==> src/rtl/irrigation_scheduler.sv <==
// -----------------------------------------------------------------------------
// irrigation_scheduler
//
// Purpose:
//   Moore-style controller for a small irrigation rig. It runs a sprinkler
//   or dripper phase, then a soak phase, and counts completed cycles. It also
//   handles tank refill and a latched fault state. All timers advance only
//   on the one-cycle 'tick' enable.
//
// Parameters:
//   SPRINKLER_TICKS  sprinkler run length in ticks (1..9)
//   DRIPPER_TICKS    dripper run length in ticks   (1..9)
//   SOAK_TICKS       soak length in ticks          (1..9)
//
// Ports:
//   clock                 system clock, rising-edge
//   reset_n               synchronous active-low reset
//   tick                  one-cycle time-base enable
//   irrigation_request    prerequisites met, start a cycle from IDLE
//   splinker_mode_on      1 = sprinkler, 0 = dripper (latched at start)
//   water_available       tank above low sensor
//   tank_full             high level sensor active
//   conflicting_values    inconsistent level sensors
//   splinker_bomb         sprinkler pump drive
//   dripper_valvule       dripper valve drive
//   water_supply_valvule  tank inlet valve drive
//   countdown             remaining ticks of current phase (BCD 0..9)
//   cycle_count           completed irrigation cycles, modulo 8
//   state                 current state code
//   fault                 1 while in FAULT
// -----------------------------------------------------------------------------
module irrigation_scheduler #(
    parameter int unsigned SPRINKLER_TICKS = 9,
    parameter int unsigned DRIPPER_TICKS   = 6,
    parameter int unsigned SOAK_TICKS      = 3
) (
    input  logic       clock,
    input  logic       reset_n,
    input  logic       tick,
    input  logic       irrigation_request,
    input  logic       splinker_mode_on,
    input  logic       water_available,
    input  logic       tank_full,
    input  logic       conflicting_values,
    output logic       splinker_bomb,
    output logic       dripper_valvule,
    output logic       water_supply_valvule,
    output logic [3:0] countdown,
    output logic [2:0] cycle_count,
    output logic [2:0] state,
    output logic       fault
);

    typedef enum logic [2:0] {
        ST_IDLE     = 3'b000,
        ST_IRRIGATE = 3'b001,
        ST_SOAK     = 3'b010,
        ST_REFILL   = 3'b011,
        ST_FAULT    = 3'b100
    } state_t;

    // Run lengths are at most 9, so plain binary equals BCD here.
    localparam logic [3:0] SPRINKLER_LOAD = 4'(SPRINKLER_TICKS);
    localparam logic [3:0] DRIPPER_LOAD   = 4'(DRIPPER_TICKS);
    localparam logic [3:0] SOAK_LOAD      = 4'(SOAK_TICKS);

    state_t     state_reg, state_next;
    logic [3:0] countdown_reg, countdown_next;
    logic [2:0] cycle_reg, cycle_next;
    logic       mode_reg, mode_next;
    // Set after the first conflict-free tick in FAULT; a second one exits.
    logic       qual_reg, qual_next;

    // ------------------------------------------------------------------
    // State register
    // ------------------------------------------------------------------
    always_ff @(posedge clock) begin
        if (!reset_n) begin
            state_reg     <= ST_IDLE;
            countdown_reg <= 4'd0;
            cycle_reg     <= 3'd0;
            mode_reg      <= 1'b0;
            qual_reg      <= 1'b0;
        end else begin
            state_reg     <= state_next;
            countdown_reg <= countdown_next;
            cycle_reg     <= cycle_next;
            mode_reg      <= mode_next;
            qual_reg      <= qual_next;
        end
    end

    // ------------------------------------------------------------------
    // Next-state logic. Priority in each state: conflict, then loss of
    // water, then tick/timer events.
    // ------------------------------------------------------------------
    always_comb begin
        state_next     = state_reg;
        countdown_next = countdown_reg;
        cycle_next     = cycle_reg;
        mode_next      = mode_reg;
        qual_next      = 1'b0;

        case (state_reg)
            ST_IDLE: begin
                countdown_next = 4'd0;
                if (conflicting_values) begin
                    state_next = ST_FAULT;
                end else if (!water_available) begin
                    state_next = ST_REFILL;
                end else if (irrigation_request) begin
                    state_next     = ST_IRRIGATE;
                    mode_next      = splinker_mode_on;
                    countdown_next = splinker_mode_on ? SPRINKLER_LOAD : DRIPPER_LOAD;
                end
            end

            ST_IRRIGATE: begin
                if (conflicting_values) begin
                    // Abort beats the terminal tick, so no cycle is counted.
                    state_next     = ST_FAULT;
                    countdown_next = 4'd0;
                end else if (!water_available) begin
                    state_next     = ST_REFILL;
                    countdown_next = 4'd0;
                end else if (tick) begin
                    if (countdown_reg <= 4'd1) begin
                        state_next     = ST_SOAK;
                        countdown_next = SOAK_LOAD;
                        cycle_next     = cycle_reg + 3'd1;
                    end else begin
                        countdown_next = countdown_reg - 4'd1;
                    end
                end
            end

            ST_SOAK: begin
                if (conflicting_values) begin
                    state_next     = ST_FAULT;
                    countdown_next = 4'd0;
                end else if (!water_available) begin
                    state_next     = ST_REFILL;
                    countdown_next = 4'd0;
                end else if (tick) begin
                    if (countdown_reg <= 4'd1) begin
                        state_next     = ST_IDLE;
                        countdown_next = 4'd0;
                    end else begin
                        countdown_next = countdown_reg - 4'd1;
                    end
                end
            end

            ST_REFILL: begin
                countdown_next = 4'd0;
                if (conflicting_values) begin
                    state_next = ST_FAULT;
                end else if (tank_full) begin
                    state_next = ST_IDLE;
                end
            end

            ST_FAULT: begin
                countdown_next = 4'd0;
                if (conflicting_values) begin
                    qual_next = 1'b0;
                end else if (tick) begin
                    if (qual_reg) begin
                        state_next = ST_IDLE;
                    end else begin
                        qual_next = 1'b1;
                    end
                end else begin
                    qual_next = qual_reg;
                end
            end

            default: begin
                state_next     = ST_IDLE;
                countdown_next = 4'd0;
            end
        endcase
    end

    // ------------------------------------------------------------------
    // Output decode, purely from registered state (Moore)
    // ------------------------------------------------------------------
    always_comb begin
        splinker_bomb        = 1'b0;
        dripper_valvule      = 1'b0;
        water_supply_valvule = 1'b0;
        fault                = 1'b0;
        countdown            = countdown_reg;
        cycle_count          = cycle_reg;
        state                = state_reg;
        case (state_reg)
            ST_IRRIGATE: begin
                splinker_bomb   = mode_reg;
                dripper_valvule = ~mode_reg;
            end
            ST_REFILL: water_supply_valvule = 1'b1;
            ST_FAULT:  fault                = 1'b1;
            default:   ;
        endcase
    end

endmodule

==> config.mk <==
export PLATFORM = sky130hd
export DESIGN_NAME = irrigation_scheduler
export DESIGN_NICKNAME = d
export VERILOG_FILES = /design/src/rtl/irrigation_scheduler.sv
export SDC_FILE = /design/constraint.sdc
export NUM_CORES = 1
export LEC_CHECK = 0
export ABC_CLOCK_PERIOD_IN_PS = 2000
export BUFFER_PORTS_ARGS = -buffer_cell sky130_fd_sc_hd__buf_2
export CORE_MARGIN = 2
export CORE_UTILIZATION = 40
export CTS_CLUSTER_SIZE = 30
export DETAILED_ROUTE_END_ITERATION = 10
export GPL_TIMING_DRIVEN = 0
export PLACE_DENSITY = 0.61
export SYNTH_ARGS = -nofsm -noshare
export SYNTH_HDL_FRONTEND = slang
export SYNTH_SLANG_ARGS = --single-unit
==> constraint.sdc <==
create_clock -name clock -period 2 [get_ports clock]
set_input_delay 0.1 -clock clock [delete_from_list [all_inputs] [get_ports clock]]
set_output_delay 0.1 -clock clock [all_outputs]
set_load 0.005 [all_outputs]
# Word-level counts from Yosys, hierarchy flattened
# Cells that the tools add are included.
[word_totals]
regBits = 12
latchBits = 0
mem_bits_rw = 0
romBits = 0
input_bits = 8
output_inout_bits = 14
word_cells = 66
n_memories = 0
[op_classes]
addsub = 2
multipliers = 0
div_mod_pow = 0
n_lt_le_gt_ge = 1
eq_ne = 13
shift = 0
mux = 35
bitwise = 4
reduce_logical = 6
[op_table]
columns = ["op", "count"]
rows = [
  ["3-bit two-way mux", 16],
  ["4-bit two-way mux", 12],
  ["4-bit != test, second input constant", 5],
  ["3-bit case mux with 5 select lines", 1],
  ["4-bit case mux with 3 select lines", 1],
  ["9-bit AND reduction", 1],
  ["3-bit by 2-bit == test with 1-bit output, second input constant", 2],
  ["2-bit != test, second input constant", 3],
  ["1-bit two-way mux", 5],
  ["5-bit AND reduction", 1],
  ["4-bit by 1-bit <= comparator with 1-bit output, second input constant", 1],
  ["1-bit inverter", 4],
  ["4-bit AND reduction", 1],
  ["4-bit by 1-bit subtractor with 4-bit output, second input constant", 1],
  ["3-bit by 1-bit adder with 3-bit output, second input constant", 1],
  ["3-bit by 1-bit == test with 1-bit output, second input constant", 1],
  ["3-bit == test, second input constant", 1],
  ["3-bit zero test", 1],
  ["3-bit != test, second input constant", 1],
  ["3-bit OR reduction", 1],
  ["2-bit AND reduction", 1],
]

# Depth between registers and ports, before layout
# Gate-level depths: netlist of the first run.
[depth]
ltp_word = 6
mapped_depth = 7
ltp_nobuf = 7

# Worst setup path before layout of the first run
# No wires, ideal clock.
[synth_path]
kind = "reg-to-reg"
start = "register countdown_reg[0] (netlist: countdown[0])"
end = "register cycle_reg[2] (netlist: cycle_count[2])"
setup_time_ps = 72
t_arrival_ps = 1516
required_ps = 1928
path_slack_ps = 412
path_stages_with_launch = 8
path_buffers = 0
period_less_slack_ps = 1588
path_cell_list = "dfxtp_1 inv_1 ha_1 nor2_1 nor3_1 nand4_1 or3_1 a21oi_1"
[synth_via]
elab_chain_cells = 2
[synth_rtl]
columns = ["element", "line_no", "source"]
rows = [
  ["from (decl)", "68", "logic [3:0] countdown_reg, countdown_next;"],
  ["from (signal assigned)", "86", "countdown_reg <= countdown_next;"],
  ["4-bit by 1-bit <= comparator with 1-bit output", "127", "if (countdown_reg <= 4'd1) begin"],
  ["5-bit AND reduction (no line)", "n/a", ""],
  ["to (signal assigned)", "87", "cycle_reg <= cycle_next;"],
  ["to (decl)", "69", "logic [2:0] cycle_reg, cycle_next;"],
]
# Every way passes these cells.
# A chain may end at the register's enable or synchronous reset.

# Worst setup path after layout of the first run
[layout_path]
start = "register countdown_reg[1] (netlist: countdown[1])"
end = "register cycle_reg[2] (netlist: cycle_count[2])"
# The elaborated chain is that of the path after synthesis.

==> results of run 1 <==
metrics by stage:
stage          worst slack, ns  std cells
6_report                 0.194        147
4_1_cts                  0.192        147
3_3_place_gp             0.246        143
2_1_floorplan            0.412         98
3_5_place_dp             0.201        143
5_1_grt                 0.0451        147
report_power, final:
group	leakage (nW)	switching [mW]	internal (mW)	total, mW
Sequential	0.0974	0.0113	0.248	0.259
Clock	0.0210	0.0941	0.111	0.205
Combinational	0.323	0.0772	0.0509	0.128
worst max-delay path, cell delays in order, from the launching register on:
cell and delay, ns:
dfxtp_1 0.33, inv_1 0.10, ha_1 0.20, nor2_1 0.09, nor3_1 0.26, nand4_1 0.26
or3_1 0.37, a21oi_1 0.13
layout make-up:
class | count | area, µm²
fill | 183 | 838
multi-input combinational | 74 | 488
sequential | 12 | 240
timing repair buffer | 20 | 100
clock buffer | 4 | 36.3
inverter | 9 | 33.8
tap | 25 | 31.3
buffer | 3 | 15.0
cell usage in the layout, fill, tap and decap left out, types with 2 or more instances in the layout:
cell and count:
buf_2 23, dfxtp_1 12, nor2_1 10, nand2_1 8, inv_1 7, a21oi_1 6
o21ai_0 6, nor3_1 4, nor3b_1 3, ha_1 3, clkbuf_4 3, nor4_1 2
o311a_1 2, and2b_1 2, nor2b_1 2, nand4_1 2, xor2_1 2, a22o_1 2
nand3_1 2, a211oi_1 2
how the worst max path moves through the flow:
stage                              start                           to  slack [ns]  depth (start not counted)
3_5_place_dp   countdown[0]$_SDFFE_PN0P_  cycle_count[2]$_SDFFE_PN0P_        0.20                          7
5_1_grt        countdown[0]$_SDFFE_PN0P_  cycle_count[2]$_SDFFE_PN0P_        0.05                          7
2_1_floorplan  countdown[0]$_SDFFE_PN0P_  cycle_count[2]$_SDFFE_PN0P_        0.41                          7
6_report       countdown[1]$_SDFFE_PN0P_  cycle_count[2]$_SDFFE_PN0P_        0.19                          7
4_1_cts        countdown[0]$_SDFFE_PN0P_  cycle_count[2]$_SDFFE_PN0P_        0.19                          7
3_3_place_gp   countdown[0]$_SDFFE_PN0P_  cycle_count[2]$_SDFFE_PN0P_        0.25                          7
layer usage:
| metal | vias up | share of wire (%) |
|---|---|---|
| met5 | - | 0 |
| met4 | 0 | 1.6 |
| met3 | 5 | 3.9 |
| met2 | 19 | 42 |
| met1 | 366 | 52 |
| li1 | 407 | - |
cell families (layout without fill, tap and decap cells):
group | after synthesis | count (layout) | share of synthesized area [%]
and+or+nand+nor | 40 | 40 | 28.7
AOI/OAI and AO/OA | 27 | 27 | 24.6
DFF | 12 | 12 | 30.9
buffers and inverters | 12 | 36 | 6.28
adders and majority gates | 3 | 3 | 4.83
xor gates and xnor gates | 3 | 3 | 3.38
muxes | 1 | 1 | 1.29
==> results.cfg, run 1 <==
[run_status]
outcome = finished, final reports clean

[clock_tree]
clk_pin_slew_worst_paths_ns = 0.09
cts_buffer_depth = 2
post_cts_buffers = 0
cts_tree = yes
h-tree-depth = 1
clk_latency_ns = 0.28
clock_sinks = 12
root_buffer = clkbuf_4
hold_buffers = 0
ctsResizeCount = 0
cts_buffers = 3

[global_route]
met3_usage_pct = 3.40
grt_usage_pct = 18.5
grt_pass1_wl_um = 2960
met1_usage_pct = 27.2
grt_overflow = 0
grt_busiest_layer = met1
grtUsageMet2_pct = 25.9
grt_pass1_vias = 649
antenna_found_initial = 0
grt_max_degree = 11

[worst_setup_path]
start_kind = register
crit_required_ns = 2.22
regToRegSetupSlack_ns = 0.19
end_kind = register
critPathKind = reg -> reg
r2r-end = cycle_count[2]$_SDFFE_PN0P_
arrival_ns = 2.03
r2r_cells = 7
timing.rr.start = countdown[1]$_SDFFE_PN0P_
path_max_fanout = 4

[placed_design]
placed_cell_area_um2 = 908
hpwl_um = 1410
io_buffers = 20
gp_congestion = 0.799

[floorplan]
core_area_mm2 = 0.00178
rows = 15
io_pins = 22
fp.dieArea_mm2 = 0.00231
die_x_um = 48.1
die_h_um = 48.1
start_util_pct = 43.6

[synthesis]
synth_seq_cells = 12
yosys_warnings = 0
synth.cell_area_um2 = 777
yosys.area.top_type_share_pct = 30.9
ys_types = 37
syn_avg_cell_area_um2 = 7.93
synth_seq_area_share_pct = 30.9
synth_cells = 98
synth_top_area_cell = dfxtp_1
ys_top_cells_by_count = dfxtp_1 (12), nor2_1 (10), nand2_1 (8)
synth.area.top_cells = dfxtp_1 (31%), ha_1 (4.8%), nor2_1 (4.8%)
yosys_most_used_dff = dfxtp_1
synth-async-reset-ratio_pct = 0
synth_enable_flop_cells = 0
syn_nets = 109
synth_most_common_cell = dfxtp_1

[layout]
largest_reg_flops = 4
drive_above_1_share_pct = 27.0
area_growth_pct = 21.6
diodes = 0
final_util_pct = 53.0
postLayoutCellArea_um2 = 945
fin_nets = 134

[routing]
drcViolationCount = 0
num_vias = 797
dr.pass1.iters = 4
drt-total-wl_um = 1880
drtIter0Drc = 9
viasPerCell = 5.42
drtAntennaViolNets = 0
wl_per_cell_um = 12.8

[sta]
max_freq_mhz = 554
rsz0062_at_grt = no
slew_headroom_pct = 71.7
hold_ws_ns = 0.0634
finalSetupTns_ns = 0
setup-violations-final = 0
period_minus_slack_ns = 1.81
drv_slew = 0
tightestPinTransition_ns = 0.424
final_hold_viol_count = 0
skew_ns = 0.00917
period_share_pct = 90.3

[flow_run]
drv_cap = 0

[pwr]
p_per_area_mw_per_mm2 = 627
leakagePower_nw = 0.441
peakVddDrop_mv = 0.396
finalPower_mw = 0.592

[hold_path]
hold_class = in -> reg
hold_depth = 2
hold_path_end = countdown[2]$_SDFFE_PN0P_
min_from = reset_n
Power figures use the tool's default switching activity.
==> inputs of run 2 (changes only) <==
- ABC_AREA: not set -> 1
- GPL_ROUTABILITY_DRIVEN: not set -> 0
- PLACE_DENSITY: 0.61 -> 0.6
==> results.cfg, run 2 <==
[run_status]
outcome = finished, final reports clean

[synthesis]
synth.area.top_cells = dfxtp_1 (29%), nand2_1 (15%), nand3_1 (9.7%)
synth_most_common_cell = nand2_1
synth_seq_area_share_pct = 29.1
synth_adder_area_share_pct = 4.55
synth-async-reset-ratio_pct = 0
synthMuxAreaShare_pct = 0
syn_avg_cell_area_um2 = 6.40
synth_top_area_cell = dfxtp_1
synth_enable_flop_cells = 0
synth_top_family_by_area = simple AND/OR/NAND/NOR gates
synth_cells = 129
yosys.area.top_type_share_pct = 29.1
ys_types = 24
synth_compound_area_share_pct = 7.42
synthSimpleGateAreaFrac_pct = 48.9
syn_nets = 140
synth_xor_area_share_pct = 2.12
yosys_most_used_dff = dfxtp_1
synth.cell_area_um2 = 826
synth_seq_cells = 12
yosys_warnings = 0
ys_top_cells_by_count = nand2_1 (34), nor2_1 (20), nand3_1 (16)

[routing]
drcViolationCount = 0
drtAntennaViolNets = 0
drtIter0Drc = 14
dr.pass1.iters = 4
num_vias = 874
viasPerCell = 4.83
wl_per_cell_um = 10.2
drt-total-wl_um = 1850

[global_route]
grt_pass1_wl_um = 3170
grt_overflow = 0
grt_usage_pct = 16.3
grt_max_degree = 10
met1_usage_pct = 20.9
grtUsageMet2_pct = 27.5
grt_busiest_layer = met2
antenna_found_initial = 0
grt_pass1_vias = 767
met3_usage_pct = 2.76

[floorplan]
start_util_pct = 42.1
core_area_mm2 = 0.00196
fp.dieArea_mm2 = 0.00244
die_x_um = 49.4
die_h_um = 49.4
rows = 16
io_pins = 22

[pwr]
p_comb_share_pct = 33.9
leakagePower_nw = 0.508
p_clk_share_pct = 27.3
p_per_area_mw_per_mm2 = 729
p_seq_share_pct = 38.8
swShare_pct = 37.2
peakVddDrop_mv = 0.498
switchingPower_mw = 0.271
finalPower_mw = 0.730
intPower_mw = 0.458

[worst_setup_path]
start_kind = register
critPathKind = reg -> reg
max_stage_delay_ns = 0.41
end_kind = register
cp_slowest_cell = dfxtp_1
path_max_fanout = 9
crit_chain = inv_1, ha_1, o21ai_2, nand3_1, nand3_2, nand2_1, nand2_1, nor2_1
arrival_ns = 1.82
cp_common_cell = nand2_1
crit_required_ns = 2.18

[clock_tree]
clk_pin_slew_worst_paths_ns = 0.09
clock_sinks = 12
root_buffer = clkbuf_4
cts_buffers = 3
ctsResizeCount = 0
cts_buffer_depth = 2
h-tree-depth = 1
clk_latency_ns = 0.28
post_cts_buffers = 0
hold_buffers = 0
cts_tree = yes

[hold_path]
hold_class = in -> reg

[sta]
period_share_pct = 81.9
max_freq_mhz = 610
setup_ws_ns = 0.361
skew_ns = 0.00906
tightestPinTransition_ns = 0.409
drv_slew = 0
period_minus_slack_ns = 1.64
rsz0062_at_grt = no
final_hold_viol_count = 0
setup-violations-final = 0
finalSetupTns_ns = 0
slew_headroom_pct = 72.7

[placed_design]
io_buffers = 21
dp_slack_ns = 0.374
hpwl_um = 1420

[flow_run]
drv_cap = 0

[layout]
fin_nets = 166
drive_above_1_share_pct = 25.3
area_growth_pct = 21.2
diodes = 0
layout_commonest_cell = nand2_1
final_cell_mix = nand2_1 (34), buf_2 (21), nor2_1 (20)
largest_reg_flops = 4
==> run 2: cell types whose count changed in the layout (fill, tap and decap cells not counted), sizes merged, moves of 3 or more <==
cell   delta
inv       +8
nand2    +28
nand3    +16
nor2     +12
nor3      -3
nor3b     -4
o21ai     -3
==> run 2: cell type report <==
cell class,instances,area (µm²)
clock buffer,4,36.3
fill,231,961
inverter,17,65.1
multi-input combinational,100,520
sequential,12,240
tap,27,33.8
timing repair buffer,21,105
==> run 2: power groups by stage <==
stage          Clock (mW)  Combinational (mW)  Sequential [mW]
2_1_floorplan           0               0.175            0.288
3_3_place_gp            0               0.247            0.288
3_5_place_dp            0               0.247            0.289
4_1_cts             0.206               0.249            0.283
5_1_grt             0.221               0.283            0.287
6_report            0.199               0.247            0.283
==> run 2: logic make-up after synthesis <==
group                      after synthesis
xor gates and xnor gates                 2
adders and majority gates                3
buffers and inverters                   17
AOI/OAI and AO/OA                       11
DFF                                     12
and+or+nand+nor                         84
==> run 2: final timing paths <==
path                             start               endpoint  slack [ns]  depth (start not counted)
max          countdown[0]$_SDFFE_PN0P_  state[0]$_SDFFE_PN0P_        0.36                          8
min                            reset_n  state[1]$_SDFFE_PN0P_        0.07                          3
max reg2reg  countdown[0]$_SDFFE_PN0P_  state[0]$_SDFFE_PN0P_        0.36                          8
min reg2reg      mode_reg$_SDFFE_PN0P_  mode_reg$_SDFFE_PN0P_        0.48                          2
==> run 2: per-stage QoR <==
| stage | hold slack, ns | instance area (µm²) | std cells | utilization (%) |
|---|---|---|---|---|
| floorplan | 0.220 | 826 | 129 | - |
| global placement | 0.374 | 965 | 177 | 49.2 |
| global route | 0.0906 | 1000 | 181 | 51.0 |
| detailed placement | 0.371 | 965 | 177 | 49.2 |
| finish | 0.0744 | 1000 | 181 | 51.0 |
| CTS | 0.0691 | 1000 | 181 | 51.0 |
==> run 2: per-layer routing <==
layer | part of all wire, % | up-vias
met5 | 0 | -
met4 | 0.76 | 0
met3 | 3.6 | 2
met2 | 47 | 15
met1 | 49 | 392
li1 | - | 465
==> run 2: critical path, delay by kind of cell (launching register included) <==
| family | cells | cell delay (ns) |
|---|---|---|
| compound gates | 1 | 0.37 |
| simple gates | 5 | 0.40 |
| flops | 1 | 0.41 |
| fa+ha+maj | 1 | 0.25 |
| buf+inv | 1 | 0.12 |
==> inputs of run 3 (changes only) <==
- ABC_AREA: 1 -> 0
- ABC_CLOCK_PERIOD_IN_PS: 2000 -> 1600
- PLACE_DENSITY: 0.6 -> 0.61
- clock period: 2 -> 1.6 ns (I/O delays scaled with it)
==> results.cfg, run 3 (synthesis gave the netlist of run 1 again) <==
[layout]
layout_commonest_cell = buf_2
largest_reg_flops = 4
drive_above_1_share_pct = 45.7
final_cell_mix = buf_2 (21), nor2_1 (8), dfxtp_1 (8)
fin_nets = 139
area_growth_pct = 40.4
nFillCells = 155
diodes = 0

[global_route]
grt_usage_pct = 19.7
grt_max_degree = 11
antenna_found_initial = 0
grt_pass1_vias = 688
grt_overflow = 0
grt_pass1_wl_um = 3140

[worst_setup_path]
crit_chain = buf_6, nor3b_4, o311ai_4, buf_4, o31ai_2, o21ai_1, nand2_1
path_max_fanout = 10
critPathKind = reg -> reg
max_stage_delay_ns = 0.33
arrival_ns = 1.77
crit_required_ns = 1.83
critPathLaunch = state[2]$_SDFFE_PN0P_
start_kind = register
end_kind = register
cp_slowest_cell = dfxtp_2
timing.rr.start = state[2]$_SDFFE_PN0P_

[routing]
drtIter0Drc = 23
num_vias = 856
viasPerCell = 5.63
wl_per_cell_um = 13.9
drt-total-wl_um = 2120
drcViolationCount = 0
dr.pass1.iters = 4
drtAntennaViolNets = 0

[sta]
skew_ns = 0.0122
max_freq_mhz = 650
tightestPinTransition_ns = 0.365
slew_headroom_pct = 75.5
hold_ws_ns = 0.0400
period_minus_slack_ns = 1.54
period_share_pct = 96.2
final_hold_viol_count = 0
setup-violations-final = 0
drv_slew = 0

[clock_tree]
clock_sinks = 12
cts_buffers = 3
hold_buffers = 0
root_buffer = clkbuf_4
clk_latency_ns = 0.29
cts_tree = yes
clk_pin_slew_worst_paths_ns = 0.10
h-tree-depth = 1
cts_buffer_depth = 2

[floorplan]
die_h_um = 48.1
start_util_pct = 43.6
die_x_um = 48.1
core_area_mm2 = 0.00178
fp.dieArea_mm2 = 0.00231
rows = 15
io_pins = 22

[pwr]
p_per_area_mw_per_mm2 = 723
peakVddDrop_mv = 0.521
leakagePower_nw = 0.477
finalPower_mw = 0.789

[hold_path]
min_from = reset_n
hold_class = in -> reg

[run_status]
outcome = finished, final reports clean

[flow_run]
drv_cap = 0

[placed_design]
io_buffers = 20
hpwl_um = 1410
[run 3: worst paths after layout]
kind,slack [ns],depth (start not counted),to
max,0.06,7,countdown[3]$_SDFFE_PN0P_
min,0.04,2,countdown[2]$_SDFFE_PN0P_
max reg2reg,0.06,7,countdown[3]$_SDFFE_PN0P_
min reg2reg,0.49,2,cycle_count[2]$_SDFFE_PN0P_
[run 3: final cells by class]
class / instances / area [µm²] / share of cell area (%)
inverter: 9 / 33.8 / 3.10
multi-input combinational: 74 / 583 / 53.4
sequential: 12 / 245 / 22.5
buffer: 3 / 23.8 / 2.18
clock buffer: 4 / 36.3 / 3.33
tap: 25 / 31.3 / 2.87
timing repair buffer: 25 / 138 / 12.6
[run 3: what timing repair did]
| item | in CTS | in global routing |
|---|---|---|
| setup endpoints to repair | 8 | 10 |
| endpoints found under the hold margin | 0 | 0 |
| resized for setup | 10 | 22 |
| buffers inserted | 4 | 1 |
| pin swaps | 5 | 7 |
[run 3: where the power goes]
| group | leakage (nW) | switching [mW] | total [mW] | internal (mW) |
|---|---|---|---|---|
| clock | 0.0210 | 0.124 | 0.262 | 0.139 |
| sequential | 0.0991 | 0.0175 | 0.329 | 0.311 |
| combinational | 0.357 | 0.115 | 0.198 | 0.0835 |
| total | 0.477 | 0.256 | 0.789 | 0.533 |
[run 3: stage by stage]
stage | cell area (µm²) | TNS (ns) | utilization, % | worst slack (ns) | cells
2_1_floorplan | 777 | 0 | - | 0.0118 | 98
3_3_place_gp | 908 | -0.684 | 50.9 | -0.154 | 143
3_5_place_dp | 908 | -0.764 | 50.9 | -0.199 | 143
4_1_cts | 1010 | 0 | 56.8 | 0.0120 | 151
5_1_grt | 1090 | -0.0748 | 61.2 | -0.0469 | 152
6_report | 1090 | 0 | 61.2 | 0.0615 | 152
[run 3: worst max-delay path, delay by kind of cell (launching register included)]
kind                   cells  cell delay, ns
buffers and inverters      2            0.32
flip-flops                 1            0.33
AND/OR/NAND/NOR            2            0.36
AO/OA/AOI/OAI              3            0.46
[run 3: per-layer routing]
metal	part of all wire [%]	up-vias	global-route usage (%)
li1	-	415	-
met1	47	395	27.9
met2	46	39	29.3
met3	6.5	7	3.40
met4	1.2	0	8.11
met5	0	-	0
